File: config.mk
export PLATFORM = sky130hd
export DESIGN_NAME = addsub_pipe
export DESIGN_NICKNAME = d
export VERILOG_FILES = /design/src/rtl/addsub_pipe.sv
export SDC_FILE = /design/constraint.sdc
export NUM_CORES = 1
export LEC_CHECK = 0
export ABC_AREA = 0
export CORE_MARGIN = 3
export CORE_UTILIZATION = 45
export DETAILED_ROUTE_END_ITERATION = 8
export GPL_TIMING_DRIVEN = 0
export MAX_ROUTING_LAYER = met4
export PLACE_DENSITY = 0.7
export SLEW_MARGIN = 20
export SYNTH_ARGS = -nofsm -noshare
export SYNTH_HDL_FRONTEND = slang
export SYNTH_SLANG_ARGS = --single-unit
File: constraint.sdc
create_clock -name clk_i -period 2.8 [get_ports clk_i]
set_clock_uncertainty 0.05 [all_clocks]
set_input_delay 0.42 -clock clk_i [delete_from_list [all_inputs] [get_ports clk_i]]
set_output_delay 0.42 -clock clk_i [all_outputs]
set_load 0.02 [all_outputs]
File: src/rtl/addsub_pipe.sv
// Pipelined two's-complement add/sub with a valid/ready stream. The carry chain is cut every CHUNK bits.
// Define ADDSUB_SAT_EN to saturate the result on signed overflow; by default the result wraps.
module addsub_pipe #(
   parameter int WIDTH = 16,
   parameter int CHUNK = 4
) (
   input  logic             clk_i,
   input  logic             rst_ni,
   input  logic             in_valid_i,
   output logic             in_ready_o,
   input  logic [WIDTH-1:0] in_a_i,
   input  logic [WIDTH-1:0] in_b_i,
   input  logic             in_sub_i,
   output logic             out_valid_o,
   input  logic             out_ready_i,
   output logic [WIDTH-1:0] out_r_o,
   output logic             out_carry_o,
   output logic             out_ovf_o,
   output logic             out_zero_o
);
   localparam int STAGES = WIDTH / CHUNK;
   localparam int L      = STAGES - 1;

   // Stage k registers: finished result chunks 0..k, carry out of chunk k,
   // and the still-pending upper operand chunks (skewed forward).
   logic [WIDTH-1:0]  a_q [STAGES];
   logic [WIDTH-1:0]  b_q [STAGES];
   logic [WIDTH-1:0]  r_q [STAGES];
   logic              c_q [STAGES];
   logic [STAGES-1:0] vld_q;
   logic              ovf_q;
   logic              zero_q;

   logic [WIDTH-1:0]  a_d [STAGES];
   logic [WIDTH-1:0]  b_d [STAGES];
   logic [WIDTH-1:0]  r_d [STAGES];
   logic              c_d [STAGES];
   logic              cin_d [STAGES];
   logic              vld_d [STAGES];

   logic              stall;
   logic [WIDTH-1:0]  fin_r_d;
   logic              ovf_d;
   logic              sgn_a;

   assign stall       = vld_q[L] & ~out_ready_i;
   assign in_ready_o  = ~stall;
   assign out_valid_o = vld_q[L];
   assign out_r_o     = r_q[L];
   assign out_carry_o = c_q[L];
   assign out_ovf_o   = ovf_q;
   assign out_zero_o  = zero_q;

   for (genvar k = 0; k < STAGES; k++) begin : g_stage
      logic [WIDTH-1:0] r_src;
      logic [WIDTH-1:0] r_nxt;
      logic [CHUNK:0]   sum;

      if (k == 0) begin : g_head
         // Subtract as A + ~B + 1: the +1 enters as the stage-0 carry-in.
         assign a_d[k]   = in_a_i;
         assign b_d[k]   = in_b_i ^ {WIDTH{in_sub_i}};
         assign cin_d[k] = in_sub_i;
         assign vld_d[k] = in_valid_i;
         assign r_src    = '0;
      end else begin : g_body
         assign a_d[k]   = a_q[k-1];
         assign b_d[k]   = b_q[k-1];
         assign cin_d[k] = c_q[k-1];
         assign vld_d[k] = vld_q[k-1];
         assign r_src    = r_q[k-1];
      end

      assign sum = {1'b0, a_d[k][k*CHUNK +: CHUNK]}
                 + {1'b0, b_d[k][k*CHUNK +: CHUNK]}
                 + {{CHUNK{1'b0}}, cin_d[k]};

      always_comb begin
         r_nxt = r_src;
         r_nxt[k*CHUNK +: CHUNK] = sum[CHUNK-1:0];
      end

      assign r_d[k] = r_nxt;
      assign c_d[k] = sum[CHUNK];
   end

   // Same-sign operands producing an opposite-sign result is exactly cin(MSB) ^ cout(MSB).
   assign sgn_a = a_d[L][WIDTH-1];
   assign ovf_d = (sgn_a == b_d[L][WIDTH-1]) && (r_d[L][WIDTH-1] != sgn_a);

`ifdef ADDSUB_SAT_EN
   localparam logic [WIDTH-1:0] SAT_POS = {1'b0, {(WIDTH-1){1'b1}}};
   localparam logic [WIDTH-1:0] SAT_NEG = {1'b1, {(WIDTH-1){1'b0}}};
   // On overflow A and B' share a sign, so A's sign is the sign of the true result.
   assign fin_r_d = ovf_d ? (sgn_a ? SAT_NEG : SAT_POS) : r_d[L];
`else
   assign fin_r_d = r_d[L];
`endif

   always_ff @(posedge clk_i or negedge rst_ni) begin
      if (!rst_ni) begin
         vld_q  <= '0;
         ovf_q  <= 1'b0;
         zero_q <= 1'b0;
         for (int k = 0; k < STAGES; k++) begin
            a_q[k] <= '0;
            b_q[k] <= '0;
            r_q[k] <= '0;
            c_q[k] <= 1'b0;
         end
      end else if (!stall) begin
         for (int k = 0; k < STAGES; k++) begin
            vld_q[k] <= vld_d[k];
            a_q[k]   <= a_d[k];
            b_q[k]   <= b_d[k];
            c_q[k]   <= c_d[k];
            r_q[k]   <= (k == L) ? fin_r_d : r_d[k];
         end
         ovf_q  <= ovf_d;
         zero_q <= (fin_r_d == '0);
      end
   end
endmodule

==> results.yml <==
synthesis:
  synthesis.nets: 510
  synth_commonest_cells: "sky130_fd_sc_hd__nand2_1, sky130_fd_sc_hd__dfrtp_1, sky130_fd_sc_hd__o21ai_0, sky130_fd_sc_hd__xnor2_1"
  post-synth-top-count-cell: "sky130_fd_sc_hd__nand2_1"
  synth_edf_count: 0
  synthCells: 454
  synthFlopType: "sky130_fd_sc_hd__dfrtp_1"
  synthDistinctLibCells: 24
  synthTopCellsByArea: "sky130_fd_sc_hd__dfrtp_1, sky130_fd_sc_hd__nand2_1, sky130_fd_sc_hd__ha_1"
  yosys_warnings: 0
  synth_top_cell_by_area: "sky130_fd_sc_hd__dfrtp_1"
  netlist.area_leader.share_pct: 57.2
  mean_post_synth_cell_area_um2: 9.45
  synth_cell_area_mm2: 0.00429
  async_flop_share_pct: 100
  ys_seq_area_share_pct: 57.2
  yosys_register_bits: 98
power:
  p_per_area_mw_per_mm2: 1050
  irDropWorstVdd_mv: 0.393
  p_leak_uw: 0.00258
sta:
  setup_repair_after_global_routing_missed_its_margin: "false"
  fmax_ghz: 0.374
  slew_viol_final: 0
  tightestPinTransition_ns: 0.604
  final_hold_viol_count: 0
  maxSlewHeadroom_pct: 59.7
  finalCriticalPeriod_ns: 2.67
  total_negative_setup_slacks_ns: 0
  setup-violations-final: 0
  final_min_period_over_clock_period_pct: 95.5
  post-route-worst-setup-slack_ns: 0.127
  hold_slack_ns: 0.337
clock_network:
  cts-root-to-sink-buffers: 2
  cts_tree: "built"
  cts-htree-levels: 3
  path_clk_slew_ns: 0.09
  numCtsBuffers: 9
  num_clock_sinks: 98
  cts_root_buf: "sky130_fd_sc_hd__clkbuf_8"
  clock_latency_late_sink_ns: 0.35
placement:
  port_buffers: 56
  gp_congestion: 0.783
  dp.final_hpwl_um: 6370
  placement.setup.worst_slack_ns: -0.108
  placedCellCount: 637
worst_setup_path:
  arrival_ns: 2.20
  criticalPathCategory: "input port to primary output"
  timing.critical_path.fanout_max: 10
  worst_path_buffer_plus_inverter_count: 4
  cp-endpoint: "in_ready_o"
  worstSetupStartpointType: "input port"
  critical_path.slowest_cell: "sky130_fd_sc_hd__clkdlybuf4s50_1"
  cp.depth: 5
  timing.critical_path.cells: "clkdlybuf4s50_1 > nor2b_1 > clkbuf_4 > clkinvlp_4 > clkdlybuf4s50_1"
  crit_path_start: "out_ready_i"
  worstPathRequired_ns: 2.33
  worstSetupEndpointType: "primary output"
  cpPeakStageDelay_ns: 0.60
  timing.critical_path.mode_cell: "sky130_fd_sc_hd__clkdlybuf4s50_1"
  critical_path.top_delay_family: "buffers and inverters"
  r2r-start: "c_q[1]"
  worst-r2r-cell-count: 5
  worst_r2r_end: "out_zero_o"
  rrSetupSlack_ns: 0.66
routing:
  routed_wire_length_per_instance_um: 13.2
  first_pass_iters: 4
  drc: 0
  totalWireLength_um: 8630
  ant_nets: 0
  drt_iter0_markers: 86
  route.vias.total: 3144
  average_via_count_per_standard_cell: 4.80
floorplan:
  design.portCount: 58
  start_util_pct: 47.8
  area_inside_the_core_boundary_mm2: 0.00898
  die_w_um: 104
  die-area_mm2: 0.0107
  num_rows: 34
  fp.dieH_um: 104
finish:
  antenna_cells: 0
  areaGrowthSynthToFinish_pct: 22.6
  fin_cells: 655
  utilization_pct: 58.6
  nets: 580
  final_layout_size_suffix_gt1_share_pct: 6.43
global_routing:
  grt_pass1_vias: 3091
  overflow: 0
  grt_pass1_wl_um: 14600
  grt_max_degree: 63
  grt_use_total_pct: 17.2
  grt_antenna_before_repair: 0
min_path:
  hold_class: "input port to flip-flop"
run_status:
  run_status: "completed"
job:
  maxCapViolCount: 0
-- registers in the layout, indices dropped and copies added, names as in the netlist --
| name | count |
|---|---|
| out_r_o | 16 |
| a_d | 24 |
| g_stage.r_src | 24 |
| out_zero_o | 1 |
| c_q | 3 |
| b_d | 24 |
| out_ovf_o | 1 |
| out_carry_o | 1 |
| vld_q | 4 |
-- cell families (layout without fill, tap and decap cells) --
family                   after synthesis  in the layout  synth area share (%)
AO/OA/AOI/OAI                         45             45                  6.21
adder cells (fa/ha/maj)               19             19                  6.77
flip-flops                            98             98                  57.2
XOR/XNOR                              24             24                  4.90
buffers and inverters                 28            103                  2.92
AND/OR/NAND/NOR                      238            238                  21.3
multiplexers                           2              2                 0.700
-- what timing repair did --
action                                 CTS  global route
endpoints found under the hold margin   36             0
gates resized for setup                  0             2
hold buffers                             1             0
setup buffers                            0             2
setup endpoints to repair                1             1
-- where the power goes --
group | total, uW | switching (uW) | internal, uW
Sequential | 2430 | 389 | 2040
Clock | 901 | 486 | 415
Combinational | 2200 | 1230 | 965
Total | 5520 | 2110 | 3420
-- worst min-delay path: cells and delay by family --
| family | cells | cell delay (ns) |
|---|---|---|
| AO/OA/AOI/OAI | 1 | 0.06 |
| XOR/XNOR | 1 | 0.11 |
| buffers and inverters | 1 | 0.11 |
-- layout by cell type, fill, tap and decap left out, types with 9 or more instances in the layout --
master                            count
sky130_fd_sc_hd__clkbuf_8             9
sky130_fd_sc_hd__o21ai_0             23
sky130_fd_sc_hd__clkbuf_1            11
sky130_fd_sc_hd__ha_1                12
sky130_fd_sc_hd__xnor2_1             17
sky130_fd_sc_hd__clkdlybuf4s50_1     55
sky130_fd_sc_hd__dfrtp_1             98
sky130_fd_sc_hd__a21oi_1             12
sky130_fd_sc_hd__buf_2                9
sky130_fd_sc_hd__nand2_1            223
-- per-layer routing --
metal	part of all wire, %	global-route usage (%)	up-vias
met1	48	23.3	1478
met4	1.8	7.60	0
met3	5.3	1.99	16
met2	45	26.5	85
li1	-	-	1565
met5	0	-	-
-- cell type report --
| class | count | area, um2 |
|---|---|---|
| Fill cell | 810 | 3720 |
| Tap cell | 126 | 158 |
| Clock inverter | 6 | 66.3 |
| Timing Repair Buffer | 60 | 614 |
| Inverter | 5 | 22.5 |
| Multi-Input combinational cell | 328 | 1710 |
| Buffer | 22 | 105 |
| Sequential cell | 98 | 2450 |
| Clock buffer | 10 | 128 |
-- how the worst min path moves through the flow --
| stage | start | to | slack (ns) | cells past startpoint |
|---|---|---|---|---|
| finish | in_sub_i | b_d[38] | 0.34 | 3 |
| detailed placement | rst_ni | a_d[39] | 0.29 | 1 |
| CTS | in_sub_i | b_d[39] | 0.34 | 3 |
| floorplan | rst_ni | a_d[12] | 0.07 | 0 |
| global placement | vld_q[2] | vld_q[2] | 0.40 | 2 |
| global route | in_sub_i | b_d[38] | 0.38 | 3 |
-- per-stage QoR --
step / cell area, um2 / power [uW]
2_1_floorplan: 4290 / 3820
3_3_place_gp: 5010 / 4550
3_5_place_dp: 5040 / 4660
4_1_cts: 5240 / 5550
5_1_grt: 5260 / 5980
6_report: 5260 / 5520
Power figures use the tool's default switching activity.
